### config.mk
export PLATFORM = sky130hd
export DESIGN_NAME = ram_port_arbiter
export DESIGN_NICKNAME = d
export VERILOG_FILES = /design/src/rtl/dcnn_io_pkg.sv /design/src/rtl/rr_pick3.sv /design/src/rtl/ram_port_arbiter.sv
export SDC_FILE = /design/constraint.sdc
export NUM_CORES = 1
export LEC_CHECK = 0
export CORE_ASPECT_RATIO = 0.6
export CORE_MARGIN = 1.5
export CORE_UTILIZATION = 38
export CTS_BUF_LIST = sky130_fd_sc_hd__clkbuf_4 sky130_fd_sc_hd__clkbuf_8
export CTS_CLUSTER_DIAMETER = 50
export DETAILED_ROUTE_END_ITERATION = 6
export PLACE_DENSITY = 0.81
export SKIP_CTS_REPAIR_TIMING = 1
export SYNTH_ARGS = -nofsm -noshare
export SYNTH_HDL_FRONTEND = slang
export SYNTH_SLANG_ARGS = --single-unit
### constraint.sdc
create_clock -name clk -period 1.97 [get_ports clk]
set_clock_uncertainty 0.1 [all_clocks]
set_input_delay 0.394 -clock clk [delete_from_list [all_inputs] [get_ports clk]]
set_output_delay 0.394 -clock clk [all_outputs]
set_load 0.02 [all_outputs]
### src/rtl/dcnn_io_pkg.sv
// Shared types and constants for the parameter/image RAM port arbiter.
package dcnn_io_pkg;

    localparam int unsigned ADDR_W_DEF = 16;
    localparam int unsigned BYTE_W_DEF = 8;

    localparam logic [1:0] REQ_LD   = 2'd0;
    localparam logic [1:0] REQ_DC   = 2'd1;
    localparam logic [1:0] REQ_CORE = 2'd2;

    typedef enum logic [2:0] {
        IDLE,
        WR_HI,
        WR_LO,
        WR_B,
        RD,
        RD_WAIT
    } state_t;

    // Requester that follows idx in the circular order L, D, C.
    function automatic logic [1:0] req_next(input logic [1:0] idx);
        return (idx == REQ_CORE) ? REQ_LD : 2'(idx + 2'd1);
    endfunction

endpackage

### src/rtl/rr_pick3.sv
// Combinational 3-way picker: round-robin after 'last', or fixed L > D > C priority.
module rr_pick3
    import dcnn_io_pkg::*;
(
    input  logic [2:0] req,
    input  logic [1:0] last,
    input  logic       rr_en,
    output logic [2:0] grant,
    output logic       valid
);

    logic [1:0] start;

    always_comb begin
        start = rr_en ? req_next(last) : REQ_LD;
        grant = 3'b000;
        valid = |req;
        // Search begins at 'start' and wraps through the remaining two.
        case (start)
            REQ_DC:   grant = req[1] ? 3'b010 : req[2] ? 3'b100 : req[0] ? 3'b001 : 3'b000;
            REQ_CORE: grant = req[2] ? 3'b100 : req[0] ? 3'b001 : req[1] ? 3'b010 : 3'b000;
            default:  grant = req[0] ? 3'b001 : req[1] ? 3'b010 : req[2] ? 3'b100 : 3'b000;
        endcase
    end

endmodule

### src/rtl/ram_port_arbiter.sv
// Shares one byte-wide RAM port between the word loader, the byte decompressor
// and the CNN core reader; every transaction runs to completion once granted.
module ram_port_arbiter
    import dcnn_io_pkg::*;
#(
    parameter int unsigned ADDR_W = ADDR_W_DEF,
    parameter int unsigned BYTE_W = BYTE_W_DEF,
    parameter bit          RR_EN  = 1'b1
) (
    input  logic                clk,
    input  logic                RST,
    input  logic                interrupt,
    input  logic                ld_req,
    input  logic [ADDR_W-1:0]   ld_addr,
    input  logic [2*BYTE_W-1:0] ld_data,
    output logic                ld_gnt,
    input  logic                dc_req,
    input  logic [ADDR_W-1:0]   dc_addr,
    input  logic [BYTE_W-1:0]   dc_data,
    output logic                dc_gnt,
    input  logic                rd_req,
    input  logic [ADDR_W-1:0]   rd_addr,
    output logic [BYTE_W-1:0]   rd_data,
    output logic                rd_valid,
    output logic [ADDR_W-1:0]   ramAddress,
    output logic [BYTE_W-1:0]   ramDataIn,
    input  logic [BYTE_W-1:0]   ramDataOut,
    output logic                readSignal,
    output logic                writeSignal,
    output logic                busy
);

    state_t              state_q, state_d;
    logic [1:0]          last_q, last_d;
    logic [2:0]          pick_gnt;
    logic                pick_valid;

    logic [ADDR_W-1:0]   addr_d;
    logic [BYTE_W-1:0]   din_d;
    logic [BYTE_W-1:0]   rd_data_d;
    logic                wr_d, rd_d, ld_gnt_d, dc_gnt_d, rd_valid_d, busy_d;

    rr_pick3 u_pick (
        .req   ({rd_req, dc_req, ld_req}),
        .last  (last_q),
        .rr_en (RR_EN),
        .grant (pick_gnt),
        .valid (pick_valid)
    );

    // Next state and next registered outputs.
    always_comb begin
        state_d    = state_q;
        last_d     = last_q;
        addr_d     = ramAddress;
        din_d      = ramDataIn;
        rd_data_d  = rd_data;
        wr_d       = 1'b0;
        rd_d       = 1'b0;
        ld_gnt_d   = 1'b0;
        dc_gnt_d   = 1'b0;
        rd_valid_d = 1'b0;

        unique case (state_q)
            IDLE: begin
                if (!interrupt && pick_valid) begin
                    if (pick_gnt[0]) begin
                        state_d = WR_HI;
                        last_d  = REQ_LD;
                        addr_d  = ld_addr;
                        din_d   = ld_data[2*BYTE_W-1:BYTE_W];
                        wr_d    = 1'b1;
                    end else if (pick_gnt[1]) begin
                        state_d  = WR_B;
                        last_d   = REQ_DC;
                        addr_d   = dc_addr;
                        din_d    = dc_data;
                        wr_d     = 1'b1;
                        dc_gnt_d = 1'b1;
                    end else begin
                        state_d = RD;
                        last_d  = REQ_CORE;
                        addr_d  = rd_addr;
                        rd_d    = 1'b1;
                    end
                end
            end
            WR_HI: begin
                state_d  = WR_LO;
                addr_d   = ADDR_W'(ld_addr + ADDR_W'(1));
                din_d    = ld_data[BYTE_W-1:0];
                wr_d     = 1'b1;
                ld_gnt_d = 1'b1;
            end
            WR_LO:   state_d = IDLE;
            WR_B:    state_d = IDLE;
            RD: begin
                state_d    = RD_WAIT;
                rd_data_d  = ramDataOut;
                rd_valid_d = 1'b1;
            end
            RD_WAIT: state_d = IDLE;
            default: state_d = IDLE;
        endcase

        busy_d = (state_d != IDLE);
    end

    // State, round-robin pointer and all outputs; reset leaves the pointer at the loader.
    always_ff @(posedge clk or posedge RST) begin
        if (RST) begin
            state_q     <= IDLE;
            last_q      <= REQ_CORE;
            ramAddress  <= '0;
            ramDataIn   <= '0;
            rd_data     <= '0;
            writeSignal <= 1'b0;
            readSignal  <= 1'b0;
            ld_gnt      <= 1'b0;
            dc_gnt      <= 1'b0;
            rd_valid    <= 1'b0;
            busy        <= 1'b0;
        end else begin
            state_q     <= state_d;
            last_q      <= last_d;
            ramAddress  <= addr_d;
            ramDataIn   <= din_d;
            rd_data     <= rd_data_d;
            writeSignal <= wr_d;
            readSignal  <= rd_d;
            ld_gnt      <= ld_gnt_d;
            dc_gnt      <= dc_gnt_d;
            rd_valid    <= rd_valid_d;
            busy        <= busy_d;
        end
    end

endmodule

==> impl_metrics.env <==
export IMPL_outcome="finished, final reports clean"
export IMPL_place_congestion=0.8969
export IMPL_grt_pass1_vias=2736
export IMPL_avgSynthCellArea_um2=8.888
export IMPL_synthesis_nets=377
export IMPL_fin_crit_ns=1.894
export IMPL_firstDrtPassIters=4
export IMPL_synth_top_flop_cell="dfrtp_1"
export IMPL_die_area_um2=7302
export IMPL_syn_inst=290
export IMPL_numPortBuffers=123
export IMPL_report_final_slew_viol_count=0
export IMPL_place_hpwl_mm=6.589
export IMPL_track_usage=0.2403
export IMPL_cts_tree="built"
export IMPL_drv_cap=0
export IMPL_path_max_fanout=9
export IMPL_dr_first_iter_drc_count=149
export IMPL_h_tree_depth=2
export IMPL_timing_final_crit_share=0.9613
export IMPL_leakagePower_uw=0.001975
export IMPL_fin_util=0.6618
export IMPL_ir_drop_uv=669.2
export IMPL_fin_area_um2=4380
export IMPL_core_um2=6619
export IMPL_tightest_slew_ns=0.4442
export IMPL_arrival_ns=1.97
export IMPL_synth_async_sr_flop_share=1.000
export IMPL_drtAntennaViolNets=0
export IMPL_drive_gt1_frac=0.1846
export IMPL_path_clk_slew_ns=0.09
export IMPL_layout_commonest_cell="clkdlybuf4s50_1"
export IMPL_clockBufferDepth=2
export IMPL_crit_path_end_kind="flop"
export IMPL_drcViolationCount=0
export IMPL_synthesis_area_um2=2577
export IMPL_via_per_inst=5.236
export IMPL_cts_sink_count=43
export IMPL_cts_made_buffers=5
export IMPL_path_class="flop to flop"
export IMPL_whs_ns=0.3105
export IMPL_final_hold_viol_count=0
export IMPL_grt_max_degree=24
export IMPL_io_pins=124
export IMPL_grt_pass1_wl_mm=13.37
export IMPL_yosysUniqueCellTypes=49
export IMPL_antenna_found_initial=0
export IMPL_ys_seq_area_frac=0.4180
export IMPL_start_kind="flop"
export IMPL_setup_violations=0
export IMPL_antenna_cells=0
export IMPL_dpl_cell_area_um2=4215
export IMPL_powerDensity_nw_per_um2=1287
export IMPL_seq_area_um2=1077
export IMPL_layout_common_cells="118 x clkdlybuf4s50_1, 57 x nand2_1, 48 x buf_4"
export IMPL_die_w_um=109.3
export IMPL_ys_warn_count=0
export IMPL_rsz0062_at_grt="false"
export IMPL_cts_root_buffer="clkbuf_8"
export IMPL_timing_fmax_ghz=0.5280
export IMPL_initial_core_util=0.3894
export IMPL_fillers=598
export IMPL_finalWirelength_mm=8.447
export IMPL_syn2layout_area_growth_pct=69.95
export IMPL_synth_edff_count=0
export IMPL_globalRoute_totalOverflow=0
export IMPL_clk_latency_ns=0.30
export IMPL_num_vias=2838
export IMPL_min_path_type="input pin to async pin"
export IMPL_nets=541
export IMPL_multi_input_area_um2=1396
export IMPL_dieHeight_um=66.80
export IMPL_crit_required_ns=2.05
export IMPL_avgRoutedWirePerCell_um=15.58
export IMPL_slew_headroom=0.7008
export IMPL_rows=23
export IMPL_ys_ff_latch=43
where the power goes:
| part | switching [uW] | total, uW | leakage [uW] | internal (uW) |
|---|---|---|---|---|
| registers | 262 | 1580 | 0.000525 | 1320 |
| logic | 1660 | 3470 | 0.00141 | 1810 |
| clock network | 332 | 585 | 0.0000408 | 254 |
| total | 2260 | 5640 | 0.00197 | 3380 |
through the flow:
step / instances / setup TNS (ns) / setup slack [ns] / power, uW
finish: 542 / 0 / 0.07622 / 5637
global route: 542 / 0 / 0.01225 / 6022
CTS: 537 / -0.9299 / -0.08523 / 5584
detailed placement: 529 / -9.427 / -0.3968 / 4980
global placement: 529 / -8.408 / -0.3618 / 4909
floorplan: 290 / 0 / 0.01411 / 3417
critical path, cell delays in order, from the launching register on:
cell	delay, ns
dfstp_2	0.59
nor2_1	0.08
a22o_1	0.26
o21ai_2	0.15
and2_4	0.17
buf_12	0.13
mux2_4	0.30
flip-flops by register name, summed over array words and instances, names as in the netlist:
register,cells
rd_data,8
busy,1
ld_gnt,1
rd_valid,1
ramDataIn,8
last_q,2
state_q,3
dc_gnt,1
writeSignal,1
ramAddress,16
readSignal,1
cells in the mapped netlist, types with 2 or more instances:
master | count | area (um^2)
buf_2 | 11 | 55.05
a311o_1 | 2 | 20.02
nand4_1 | 3 | 18.77
and3_1 | 6 | 37.54
nor2b_1 | 3 | 18.77
inv_1 | 5 | 18.77
o22ai_1 | 4 | 25.02
clkbuf_1 | 3 | 11.26
nor2_1 | 21 | 78.83
o21ai_0 | 12 | 60.06
a31oi_1 | 4 | 25.02
dfrtp_1 | 42 | 1051
mux2_2 | 3 | 33.78
xor2_1 | 6 | 52.55
a22oi_1 | 3 | 22.52
a221o_1 | 5 | 50.05
mux2_4 | 8 | 120.1
xnor2_1 | 8 | 70.07
a22o_1 | 2 | 17.52
clkinv_1 | 2 | 7.510
mux2i_1 | 4 | 40.04
a21oi_1 | 34 | 170.2
buf_4 | 2 | 15.01
a32oi_1 | 4 | 35.03
nand3_1 | 8 | 40.04
nand2_1 | 57 | 214.0
and2_1 | 2 | 12.51
a21o_1 | 5 | 37.54
area by class of cell:
cell class / count / area share
Clock inverter: 3 / 0.005427
Multi-Input combinational cell: 222 / 0.3188
Clock buffer: 5 / 0.01571
Timing Repair Buffer: 175 / 0.3833
Inverter: 7 / 0.005998
Tap cell: 87 / 0.02485
Sequential cell: 43 / 0.2459
cell families (layout without fill, tap and decap cells):
kind of cell | after synthesis | in the layout | share of synthesized area
fa+ha+maj | 1 | 1 | 0.004854
buf+inv | 25 | 190 | 0.04757
xor+xnor | 14 | 14 | 0.04757
compound gates | 85 | 85 | 0.2160
flops | 43 | 43 | 0.4180
mux | 15 | 15 | 0.07524
simple gates | 107 | 107 | 0.1908
per-layer routing:
metal	track usage	vias up	share of wire	wire, um
li1	-	1359	-	-
met1	0.3422	1346	0.47	3964
met2	0.3548	121	0.43	3646
met3	0.07241	12	0.090	764
met4	0.05519	0	0.0083	70
met5	0	-	0	0
final timing paths:
path | from | endpoint | slack (ns) | cells past startpoint
worst max register to register | last_q[1]$_DFFE_PP1P_ | ramDataIn[5]$_DFFE_PP0P_ | 0.08 | 6
worst max-delay path | last_q[1]$_DFFE_PP1P_ | ramDataIn[5]$_DFFE_PP0P_ | 0.08 | 6
min in group clk | rd_data[2]$_DFFE_PP0P_ | rd_data[2]$_DFFE_PP0P_ | 0.39 | 2
max in group asynchronous | RST | ramAddress[7]$_DFFE_PP0P_ | 0.98 | 3
worst min-delay path | RST | state_q[1]$_DFF_PP0_ | 0.31 | 2
worst min register to register | rd_data[2]$_DFFE_PP0P_ | rd_data[2]$_DFFE_PP0P_ | 0.39 | 2
(Power assumes the default switching activity.)
